### src/rtl/register_mode_cfg.sv
// register_mode_cfg: config front-end for RegisterMode (mode/const_ regs, preload pulse, clk_en stall); readback path enabled by REGISTER_MODE_CFG_READBACK_EN
module register_mode_cfg #(
  parameter int WIDTH  = 4,
  parameter int MODE_W = 2,
  parameter int CNT_W  = 8
) (
  input  logic              CLK,
  input  logic              ASYNCRESETN,
  input  logic              cfg_valid,
  output logic              cfg_ready,
  input  logic              cfg_write,
  input  logic [1:0]        cfg_addr,
  input  logic [CNT_W-1:0]  cfg_wdata,
  output logic              rd_valid,
  input  logic              rd_ready,
  output logic [CNT_W-1:0]  rd_data,
  input  logic [WIDTH-1:0]  reg_value,
  output logic [MODE_W-1:0] mode,
  output logic [WIDTH-1:0]  const_,
  output logic              config_we,
  output logic [WIDTH-1:0]  config_data,
  output logic              clk_en
);
  logic             accept;
  logic             wrAccept;
  logic [CNT_W-1:0] stallCnt;
  assign accept   = cfg_valid && cfg_ready;
  assign wrAccept = accept && cfg_write;
  // clk_en comes straight from the counter register so cfg_* never reaches it combinationally
  assign clk_en   = stallCnt == '0;
  // mode and const_ registers; a write of the reserved mode value 3 is dropped
  always_ff @(posedge CLK or negedge ASYNCRESETN)
    if (!ASYNCRESETN) begin
      mode   <= '0;
      const_ <= '0;
    end else begin
      if (wrAccept && cfg_addr == 2'd0 && cfg_wdata[1:0] != 2'd3) mode <= MODE_W'(cfg_wdata[1:0]);
      if (wrAccept && cfg_addr == 2'd1) const_ <= cfg_wdata[WIDTH-1:0];
    end
  // preload: one-cycle config_we pulse per accepted write, data held afterwards
  always_ff @(posedge CLK or negedge ASYNCRESETN)
    if (!ASYNCRESETN) begin
      config_we   <= 1'b0;
      config_data <= '0;
    end else begin
      config_we <= wrAccept && cfg_addr == 2'd2;
      if (wrAccept && cfg_addr == 2'd2) config_data <= cfg_wdata[WIDTH-1:0];
    end
  // stall counter: load on write, otherwise count down to zero and stay there
  always_ff @(posedge CLK or negedge ASYNCRESETN)
    if (!ASYNCRESETN) stallCnt <= '0;
    else if (wrAccept && cfg_addr == 2'd3) stallCnt <= cfg_wdata;
    else if (stallCnt != '0) stallCnt <= stallCnt - CNT_W'(1);
`ifdef REGISTER_MODE_CFG_READBACK_EN
  typedef enum logic {IDLE, RESP} state_t;
  state_t           state;
  state_t           nextState;
  logic [CNT_W-1:0] readMux;
  assign readMux = cfg_addr == 2'd0 ? CNT_W'(mode) :
                   cfg_addr == 2'd1 ? CNT_W'(const_) :
                   cfg_addr == 2'd2 ? CNT_W'(reg_value) : stallCnt;
  // state register
  always_ff @(posedge CLK or negedge ASYNCRESETN)
    if (!ASYNCRESETN) state <= IDLE;
    else state <= nextState;
  // next state: reads park in RESP until the response is taken
  always_comb
    nextState = state == IDLE ? ((accept && !cfg_write) ? RESP : IDLE) : (rd_ready ? IDLE : RESP);
  // handshake outputs decoded from state
  always_comb begin
    cfg_ready = state == IDLE;
    rd_valid  = state == RESP;
  end
  // response data captured at the read accept edge and held through RESP
  always_ff @(posedge CLK or negedge ASYNCRESETN)
    if (!ASYNCRESETN) rd_data <= '0;
    else if (accept && !cfg_write) rd_data <= readMux;
`else
  logic unusedRead;
  assign unusedRead = ^{rd_ready, reg_value};
  assign cfg_ready  = 1'b1;
  assign rd_valid   = 1'b0;
  assign rd_data    = '0;
`endif
endmodule

### config.mk
export PLATFORM = sky130hd
export DESIGN_NAME = register_mode_cfg
export DESIGN_NICKNAME = d
export VERILOG_FILES = /design/src/rtl/register_mode_cfg.sv
export SDC_FILE = /design/constraint.sdc
export NUM_CORES = 1
export LEC_CHECK = 0
export ABC_AREA = 1
export CORE_ASPECT_RATIO = 1.1
export CORE_MARGIN = 4
export CORE_UTILIZATION = 35
export DETAILED_ROUTE_END_ITERATION = 8
export PLACE_DENSITY = 0.72
export RECOVER_POWER = 50
export SLEW_MARGIN = 40
export SYNTH_ARGS = -nofsm -noshare
export SYNTH_HDL_FRONTEND = slang
export SYNTH_SLANG_ARGS = --single-unit
### constraint.sdc
create_clock -name CLK -period 1.3 [get_ports CLK]
set_clock_uncertainty 0.05 [all_clocks]
set_input_delay 0.13 -clock CLK [delete_from_list [all_inputs] [get_ports CLK]]
set_output_delay 0.13 -clock CLK [all_outputs]
set_load 0.01 [all_outputs]
==> flow_metrics.py, run 1 <==
metrics = {
    "sta": {
        "setup_viol": 9,
        "fin_crit_ps": 1490,
        "fin_tns_setup_ps": -1020,
        "rsz0062_at_grt": "yes",
        "final_hold_viol_count": 0,
        "setup_ws_ps": -192,
        "final_max_slew_viol_count": 0,
        "fmax_mhz": 670,
        "fin_crit_sh": 1.15,
    },
    "route": {
        "drtIter0Drc": 8,
        "drtAntennaViolNets": 0,
        "drc_errors": 0,
        "vias_per_cell": 4.56,
        "wl_mm": 2.37,
        "vias": 966,
        "wl_per_cell_um": 11.2,
        "drt_first_pass_iters": 4,
    },
    "die": {
        "core_sq_um": 2880,
        "die_w_um": 61.1,
        "die_h_um": 66.4,
        "start_util": 0.377,
        "dieArea_sq_um": 4060,
        "rows": 20,
        "ios": 41,
    },
    "synthesis": {
        "synth-main-ff-cell": "dfrtp_1",
        "synth.most_common_cell": "nand2_1",
        "synth_common_cells": "26 x nand2_1, 19 x dfrtp_1, 19 x inv_1, 14 x o21ai_0, 12 x nand3_1",
        "synth_cell_types": 25,
        "synth_cells": 133,
        "synthTopCellsByArea": "dfrtp_1 44%, nand2_1 9.0%, buf_4 6.9%, inv_1 6.6%, o21ai_0 6.5%",
        "netlist_area_sq_um": 1090,
        "synth-async-reset-ratio": 1.00,
        "ys_ff_latch": 19,
        "syn_area_per_cell_sq_um": 8.17,
        "ys_warn_count": 0,
        "synth_top_area_cell": "dfrtp_1",
        "synth_top_area_frac": 0.438,
        "yosysSeqAreaShare": 0.438,
        "synth-edff-count": 0,
    },
    "setup_path": {
        "crit_arrival_ps": 1310,
        "cp_top_family": "flip-flops",
        "worstSetupEndpointType": "primary output",
        "timing.rr.start": "stallCnt[1]",
        "r2r_end": "stallCnt[4]",
        "slowest_delay_ps": 410,
        "r2r_setup_slack_ps": -160,
        "critPathMaxFanout": 2,
        "crit_top_cell": "inv_2",
        "ff2ff_path_depth": 10,
        "critical_path_class": "flop to primary output",
        "slowest_stage": "dfrtp_1",
        "crit_path_start_kind": "flop",
        "required_ps": 1120,
        "path_buf_inv": 3,
        "crit_chain": "inv_2 > ha_4 > inv_2 > nor2_4 > nand2_4 > nor2_8 > buf_6",
    },
    "worst_hold_path": {
        "hold_class": "input pin to async pin",
    },
    "grt": {
        "grt_overflow": 0,
        "antenna_found_initial": 0,
        "grt_usage": 0.131,
        "first_global_vias": 963,
        "grt_max_degree": 20,
        "grt_pass1_wl_mm": 4.06,
    },
    "final_layout": {
        "nets": 200,
        "utilization": 0.530,
        "diodes": 0,
        "fillCellCount": 266,
        "syn_to_final_growth_pct": 40.3,
        "multiInputGateArea_sq_um": 513,
        "drive_gt1_frac": 0.268,
        "design_area_sq_um": 1520,
        "seqCellArea_sq_um": 475,
    },
    "clocking": {
        "clk_latency_ps": 300,
        "cts_buffers": 3,
        "cts.sinks": 19,
        "hold_buffers": 0,
        "cts_tree": "built",
        "root_buffer": "clkbuf_4",
        "clkTransAtPathRegs_ps": 120,
        "clockBufferDepth": 2,
        "htree_levels": 1,
    },
    "power": {
        "finalPower_mw": 2.44,
        "power.density_nw_per_um2": 1600,
        "peakVddDrop_uv": 975,
        "leakagePower_nw": 0.828,
    },
    "outcome": {
        "outcome": "finished with violations",
        "failed_checks": "negative setup slack",
    },
    "placed_design": {
        "dp_hpwl_mm": 1.88,
        "io_buffers": 25,
        "preCtsSetupSlack_ps": -286,
        "place_area_sq_um": 1460,
        "place_congestion": 0.811,
    },
    "run": {
        "max_cap_violations": 0,
    },
}
==> layout by cell type (no fill, tap or decap), drive strengths merged <==
| master | n |
|---|---|
| inv | 20 |
| o21ai | 18 |
| clkbuf | 4 |
| nor2 | 12 |
| dlygate4sd2 | 11 |
| nand3 | 13 |
| clkinvlp | 1 |
| clkdlybuf4s50 | 12 |
| a21oi | 4 |
| conb | 10 |
| nand4 | 1 |
| nand2 | 29 |
| o22ai | 1 |
| or2 | 1 |
| buf | 20 |
| clkinv | 1 |
| ha | 1 |
| dfrtp | 19 |
| dlygate4sd3 | 1 |
==> stage by stage <==
stage               hold slack, ps  cells
detailed placement             428    204
global route                   265    212
floorplan                     -216    141
CTS                           93.8    210
global placement               418    204
finish                         249    212
==> worst register-to-register path, stage by stage, from the launching register on <==
cell and delay, ps:
dfrtp_1 410, inv_2 80, ha_4 130, inv_2 40, nor2_4 110, nand2_4 80
buf_4 130, buf_4 120, nand2_2 60, nand3_2 60, a21oi_2 130
==> sequential cells by signal, indices dropped and copies added (netlist names) <==
| register | cells |
|---|---|
| const_ | 4 |
| mode | 2 |
| config_we | 1 |
| config_data | 4 |
| stallCnt | 8 |
==> area by class of cell <==
| class | count | share of cell area |
|---|---|---|
| multi-input cells | 90 | 0.337 |
| flip-flops and latches | 19 | 0.312 |
| well taps | 33 | 0.0271 |
| inverters | 21 | 0.0517 |
| clock inverters | 1 | 0.00493 |
| repair buffers | 45 | 0.253 |
| clock buffers | 3 | 0.0148 |
==> logic make-up after synthesis <==
group	after synthesis	share of synthesized area
flops	19	0.438
simple gates	56	0.267
fa+ha+maj	1	0.0115
compound gates	23	0.124
other cells	2	0.00692
buf+inv	32	0.152
==> routing by layer <==
layer,part of all wire,global-route usage,vias up
li1,-,-,490
met1,0.40,0.149,446
met2,0.53,0.233,26
met3,0.052,0.0313,4
met4,0.011,0.0434,0
met5,0,0,-
==> how the worst max path moves through the flow <==
stage                start  slack [ps]  cells after the start     endpoint
2_1_floorplan  stallCnt[0]         -70                      9  stallCnt[0]
3_3_place_gp   stallCnt[1]        -260                      7       clk_en
6_report       stallCnt[1]        -190                      7       clk_en
4_1_cts        stallCnt[1]        -220                      7       clk_en
3_5_place_dp   stallCnt[1]        -290                      7       clk_en
5_1_grt        stallCnt[1]        -250                      7       clk_en
==> report_power, final <==
part           switching [mW]  total [mW]  internal (mW)
registers               0.117       0.891          0.774
clock network           0.189       0.306          0.117
logic                   0.639        1.24          0.603
==> what timing repair did <==
action                                  4_1_cts  5_1_grt
resized for setup                            18        6
endpoints found under the hold margin         0        0
buffers inserted                              2        2
cloned                                        0        0
endpoints found under the setup margin       19        9
pin swaps                                     1        2
Power figures use the tool's default switching activity.
==> inputs of run 2 (changes only) <==
--- a/config.mk
+++ b/config.mk
@@ -8,9 +8,9 @@
 export ABC_AREA = 1
 export CORE_ASPECT_RATIO = 1.1
 export CORE_MARGIN = 4
-export CORE_UTILIZATION = 35
+export CORE_UTILIZATION = 30
 export DETAILED_ROUTE_END_ITERATION = 8
-export PLACE_DENSITY = 0.72
+export PLACE_DENSITY = 0.64
 export RECOVER_POWER = 50
 export SLEW_MARGIN = 40
 export SYNTH_ARGS = -nofsm -noshare
==> flow_metrics.py, run 2 (synthesis gave the netlist of run 1 again) <==
metrics = {
    "placed_design": {
        "place_congestion": 0.736,
        "io_buffers": 25,
        "dp_hpwl_mm": 1.85,
        "preCtsSetupSlack_ps": -297,
    },
    "clocking": {
        "cts.sinks": 19,
        "clk_latency_ps": 290,
        "cts_tree": "built",
        "cts_buffers": 3,
        "clkTransAtPathRegs_ps": 110,
        "root_buffer": "clkbuf_4",
        "clockBufferDepth": 2,
        "hold_buffers": 0,
        "htree_levels": 1,
    },
    "outcome": {
        "outcome": "finished with violations",
        "failed_checks": "negative setup slack",
    },
    "setup_path": {
        "crit_path_start_kind": "flop",
        "critical_path_class": "flop to primary output",
        "required_ps": 1120,
        "ff2ff_path_depth": 10,
        "setup.worst_path.start": "stallCnt[1]",
        "critPathMaxFanout": 2,
        "worstSetupEndpointType": "primary output",
        "timing.rr.start": "stallCnt[1]",
        "crit_arrival_ps": 1320,
        "r2r_setup_slack_ps": -140,
    },
    "sta": {
        "fmax_mhz": 668,
        "fin_tns_setup_ps": -983,
        "fin_crit_ps": 1500,
        "setup_viol": 9,
        "final_hold_viol_count": 0,
        "final_max_slew_viol_count": 0,
        "rsz0062_at_grt": "yes",
        "fin_crit_sh": 1.15,
        "setup_ws_ps": -198,
    },
    "power": {
        "swShare": 0.380,
        "leakagePower_nw": 0.818,
        "clkPwrFrac": 0.124,
        "peakVddDrop_uv": 797,
        "power.density_nw_per_um2": 1570,
        "switchingPower_uw": 906,
        "sequentialPowerShare": 0.376,
        "p_comb_frac": 0.500,
        "internal_power_mw": 1.48,
    },
    "die": {
        "dieArea_sq_um": 4650,
        "die_h_um": 71.1,
        "rows": 22,
        "core_sq_um": 3410,
        "start_util": 0.318,
        "ios": 41,
        "die_w_um": 65.4,
    },
    "final_layout": {
        "syn_to_final_growth_pct": 40.1,
        "layout_commonest_cell": "nand2_1",
        "multiInputGateArea_sq_um": 499,
        "seqCellArea_sq_um": 475,
        "utilization": 0.446,
        "drive_gt1_frac": 0.247,
        "layout_common_cells": "25 x nand2_1, 19 x dfrtp_1, 18 x buf_4, 15 x inv_1, 14 x o21ai_0",
        "largestRegisters": "stallCnt (8), config_data (4), const_ (4)",
        "regMostFlops": "stallCnt",
        "diodes": 0,
        "fillCellCount": 354,
        "largest_reg_flops": 8,
        "nets": 199,
    },
    "grt": {
        "grt_overflow": 0,
        "grt_usage": 0.104,
        "grt_max_degree": 20,
        "grt_pass1_wl_mm": 3.88,
        "antenna_found_initial": 0,
        "first_global_vias": 925,
    },
    "route": {
        "drt_first_pass_iters": 4,
        "vias": 957,
        "drc_errors": 0,
        "drtIter0Drc": 41,
        "wl_per_cell_um": 10.2,
        "vias_per_cell": 4.23,
        "wl_mm": 2.31,
        "drtAntennaViolNets": 0,
    },
    "run": {
        "max_cap_violations": 0,
    },
    "worst_hold_path": {
        "hold_class": "input pin to async pin",
    },
}
-- run 2: metrics by stage --
stage | std cells | power, mW | hold WS, ps | instance area, sq um
detailed placement | 220 | 2.11 | 430 | 1480
global route | 226 | 2.59 | 300 | 1520
finish | 226 | 2.38 | 252 | 1520
global placement | 220 | 2.07 | 425 | 1480
floorplan | 141 | 1.59 | -216 | 1130
CTS | 225 | 2.39 | 98.8 | 1520
-- run 2: final timing paths --
check / to
min in group CLK: stallCnt[4]
max in group asynchronous: stallCnt[6]
min: config_data[0]
min reg2reg: config_data[2]
max reg2reg: stallCnt[6]
max: clk_en
-- run 2: worst max-delay path, cell delays in order, from the launching register on --
cell and delay [ps]:
dfrtp_1 410, inv_2 80, ha_4 120, inv_2 40, nor2_4 100, nand2_4 80
nor2_8 90, buf_6 100
-- run 2: metal layers --
| metal | part of all wire | track usage | wire length [um] | up-vias |
|---|---|---|---|---|
| met4 | 0.0078 | 0.0276 | 18 | 0 |
| met5 | 0 | 0 | 0 | - |
| met2 | 0.46 | 0.165 | 1060 | 31 |
| met3 | 0.066 | 0.0302 | 153 | 4 |
| met1 | 0.47 | 0.136 | 1080 | 435 |
| li1 | - | - | - | 487 |
-- run 2: power groups by stage --
stage	Sequential, mW	Combinational [mW]	Clock (mW)
6_report	0.895	1.19	0.296
3_3_place_gp	0.899	1.18	0
3_5_place_dp	0.902	1.20	0
5_1_grt	0.916	1.34	0.330
4_1_cts	0.892	1.19	0.309
2_1_floorplan	0.938	0.648	0
-- run 2: layout make-up --
cell class,instances,area share
inverters,21,0.0535
multi-input cells,90,0.328
flip-flops and latches,19,0.312
well taps,48,0.0395
clock buffers,3,0.0148
clock inverters,1,0.00329
repair buffers,44,0.248
-- run 2: timing repair --
action / CTS / global route
buffers inserted: 1 / 1
resized for setup: 19 / 0
setup endpoints to repair: 19 / 9
==> inputs of run 3 (changes only) <==
--- a/config.mk
+++ b/config.mk
@@ -10,7 +10,7 @@
 export CORE_MARGIN = 4
 export CORE_UTILIZATION = 30
 export DETAILED_ROUTE_END_ITERATION = 8
-export PLACE_DENSITY = 0.64
+export PLACE_DENSITY = 0.58
 export RECOVER_POWER = 50
 export SLEW_MARGIN = 40
 export SYNTH_ARGS = -nofsm -noshare
==> flow_metrics.py, run 3 (synthesis gave the netlist of run 1 again) <==
metrics = {
    "outcome": {
        "outcome": "finished with violations",
        "failed_checks": "negative setup slack",
    },
    "power": {
        "leakagePower_nw": 0.813,
        "switchingPower_uw": 882,
        "clkPwrFrac": 0.127,
        "internal_power_mw": 1.44,
        "p_comb_frac": 0.495,
        "swShare": 0.380,
        "power.density_nw_per_um2": 1540,
        "peakVddDrop_uv": 707,
        "sequentialPowerShare": 0.378,
    },
    "route": {
        "wl_per_cell_um": 10.0,
        "drtAntennaViolNets": 0,
        "drtIter0Drc": 19,
        "vias": 924,
        "wl_mm": 2.25,
        "vias_per_cell": 4.13,
        "drt_first_pass_iters": 4,
        "drc_errors": 0,
    },
    "placed_design": {
        "preCtsSetupSlack_ps": -333,
        "place_congestion": 0.829,
        "dp_hpwl_mm": 1.80,
        "place_area_sq_um": 1480,
        "io_buffers": 25,
    },
    "grt": {
        "grt_pass1_wl_mm": 3.98,
        "grt_max_degree": 20,
        "antenna_found_initial": 0,
        "grt_usage": 0.105,
        "grt_overflow": 0,
        "first_global_vias": 944,
    },
    "clocking": {
        "cts_buffers": 3,
        "cts_tree": "built",
        "clockBufferDepth": 2,
        "cts.sinks": 19,
        "clk_latency_ps": 290,
        "hold_buffers": 0,
        "htree_levels": 1,
        "clkTransAtPathRegs_ps": 110,
        "root_buffer": "clkbuf_4",
    },
    "die": {
        "die_w_um": 65.4,
        "dieArea_sq_um": 4650,
        "start_util": 0.318,
        "rows": 22,
        "ios": 41,
        "core_sq_um": 3410,
        "die_h_um": 71.1,
    },
    "setup_path": {
        "worstSetupEndpointType": "primary output",
        "crit_path_start_kind": "flop",
        "critical_path_class": "flop to primary output",
        "required_ps": 1120,
        "crit_arrival_ps": 1300,
        "critPathMaxFanout": 2,
    },
    "sta": {
        "setup_viol": 8,
        "fmax_mhz": 678,
        "rsz0062_at_grt": "yes",
        "fin_crit_sh": 1.13,
        "setup_ws_ps": -175,
        "final_hold_viol_count": 0,
        "final_max_slew_viol_count": 0,
        "fin_crit_ps": 1480,
    },
    "final_layout": {
        "drive_gt1_frac": 0.250,
        "fillCellCount": 375,
        "syn_to_final_growth_pct": 39.1,
        "regMostFlops": "stallCnt",
        "layout_common_cells": "24 x nand2_1, 19 x dfrtp_1, 16 x buf_4, 15 x inv_1, 13 x o21ai_0",
        "design_area_sq_um": 1510,
        "largestRegisters": "stallCnt (8), config_data (4), const_ (4)",
        "diodes": 0,
        "layout_commonest_cell": "nand2_1",
        "nets": 197,
        "largest_reg_flops": 8,
    },
    "run": {
        "max_cap_violations": 0,
    },
    "worst_hold_path": {
        "hold_class": "input pin to async pin",
    },
}
-- run 3: cell count changes in the layout (fill, tap and decap cells not counted), sizes merged --
cell  previous run  this run
buf             19        17
-- run 3: path summary, 6_finish.rpt --
path,start,end,slack (ps),cells past startpoint
min in group CLK,cfg_wdata[4],stallCnt[4],350,3
max reg2reg,stallCnt[1],stallCnt[0],-120,10
max in group asynchronous,ASYNCRESETN,stallCnt[2],610,2
max,stallCnt[1],clk_en,-180,7
min reg2reg,const_[0],const_[0],440,2
min,ASYNCRESETN,const_[1],260,2
-- run 3: layout make-up --
class / count / area [sq um] / area share
multi-input cells: 90 / 505 / 0.335
flip-flops and latches: 19 / 475 / 0.315
repair buffers: 42 / 363 / 0.240
inverters: 21 / 78.8 / 0.0522
well taps: 48 / 60.1 / 0.0398
clock buffers: 3 / 22.5 / 0.0149
clock inverters: 1 / 5.00 / 0.00331
-- run 3: per-stage QoR --
stage          power (mW)  utilization  std cells  hold WS [ps]  setup TNS (ps)
5_1_grt              2.55        0.442        224           297           -1530
6_report             2.32        0.442        224           259            -868
2_1_floorplan        1.59            -        141          -216            -314
3_3_place_gp         2.05        0.432        219           420           -2080
3_5_place_dp         2.08        0.432        219           427           -2630
4_1_cts              2.37        0.443        224           105           -1160
-- run 3: power groups by stage --
| stage | combinational (mW) | clock, mW | sequential (mW) |
|---|---|---|---|
| detailed placement | 1.18 | 0 | 0.895 |
| finish | 1.15 | 0.294 | 0.879 |
| global route | 1.31 | 0.338 | 0.901 |
| CTS | 1.17 | 0.312 | 0.884 |
| global placement | 1.16 | 0 | 0.891 |
| floorplan | 0.648 | 0 | 0.938 |
-- run 3: repair_timing --
| action | 4_1_cts | 5_1_grt |
|---|---|---|
| setup endpoints to repair | 20 | 9 |
| buffers inserted | 1 | 0 |
| gates cloned | 0 | 0 |
| pin swaps | 1 | 1 |
| resized for setup | 21 | 0 |
-- run 3: routing by layer --
| metal | part of all wire | wire, um | vias to the layer above | global-route usage |
|---|---|---|---|---|
| met5 | 0 | 0 | - | 0 |
| met4 | 0.0062 | 14 | 0 | 0.0276 |
| met3 | 0.045 | 101 | 2 | 0.0254 |
| met2 | 0.50 | 1130 | 21 | 0.184 |
| met1 | 0.45 | 1000 | 419 | 0.128 |
| li1 | - | - | 482 | - |
-- run 3: worst max-delay path, cell delays in order, from the launching register on --
cell and delay (ps):
dfrtp_1 400, inv_2 80, ha_4 130, inv_2 40, nor2_4 100, nand2_4 80, nor2_8 80, buf_6 100
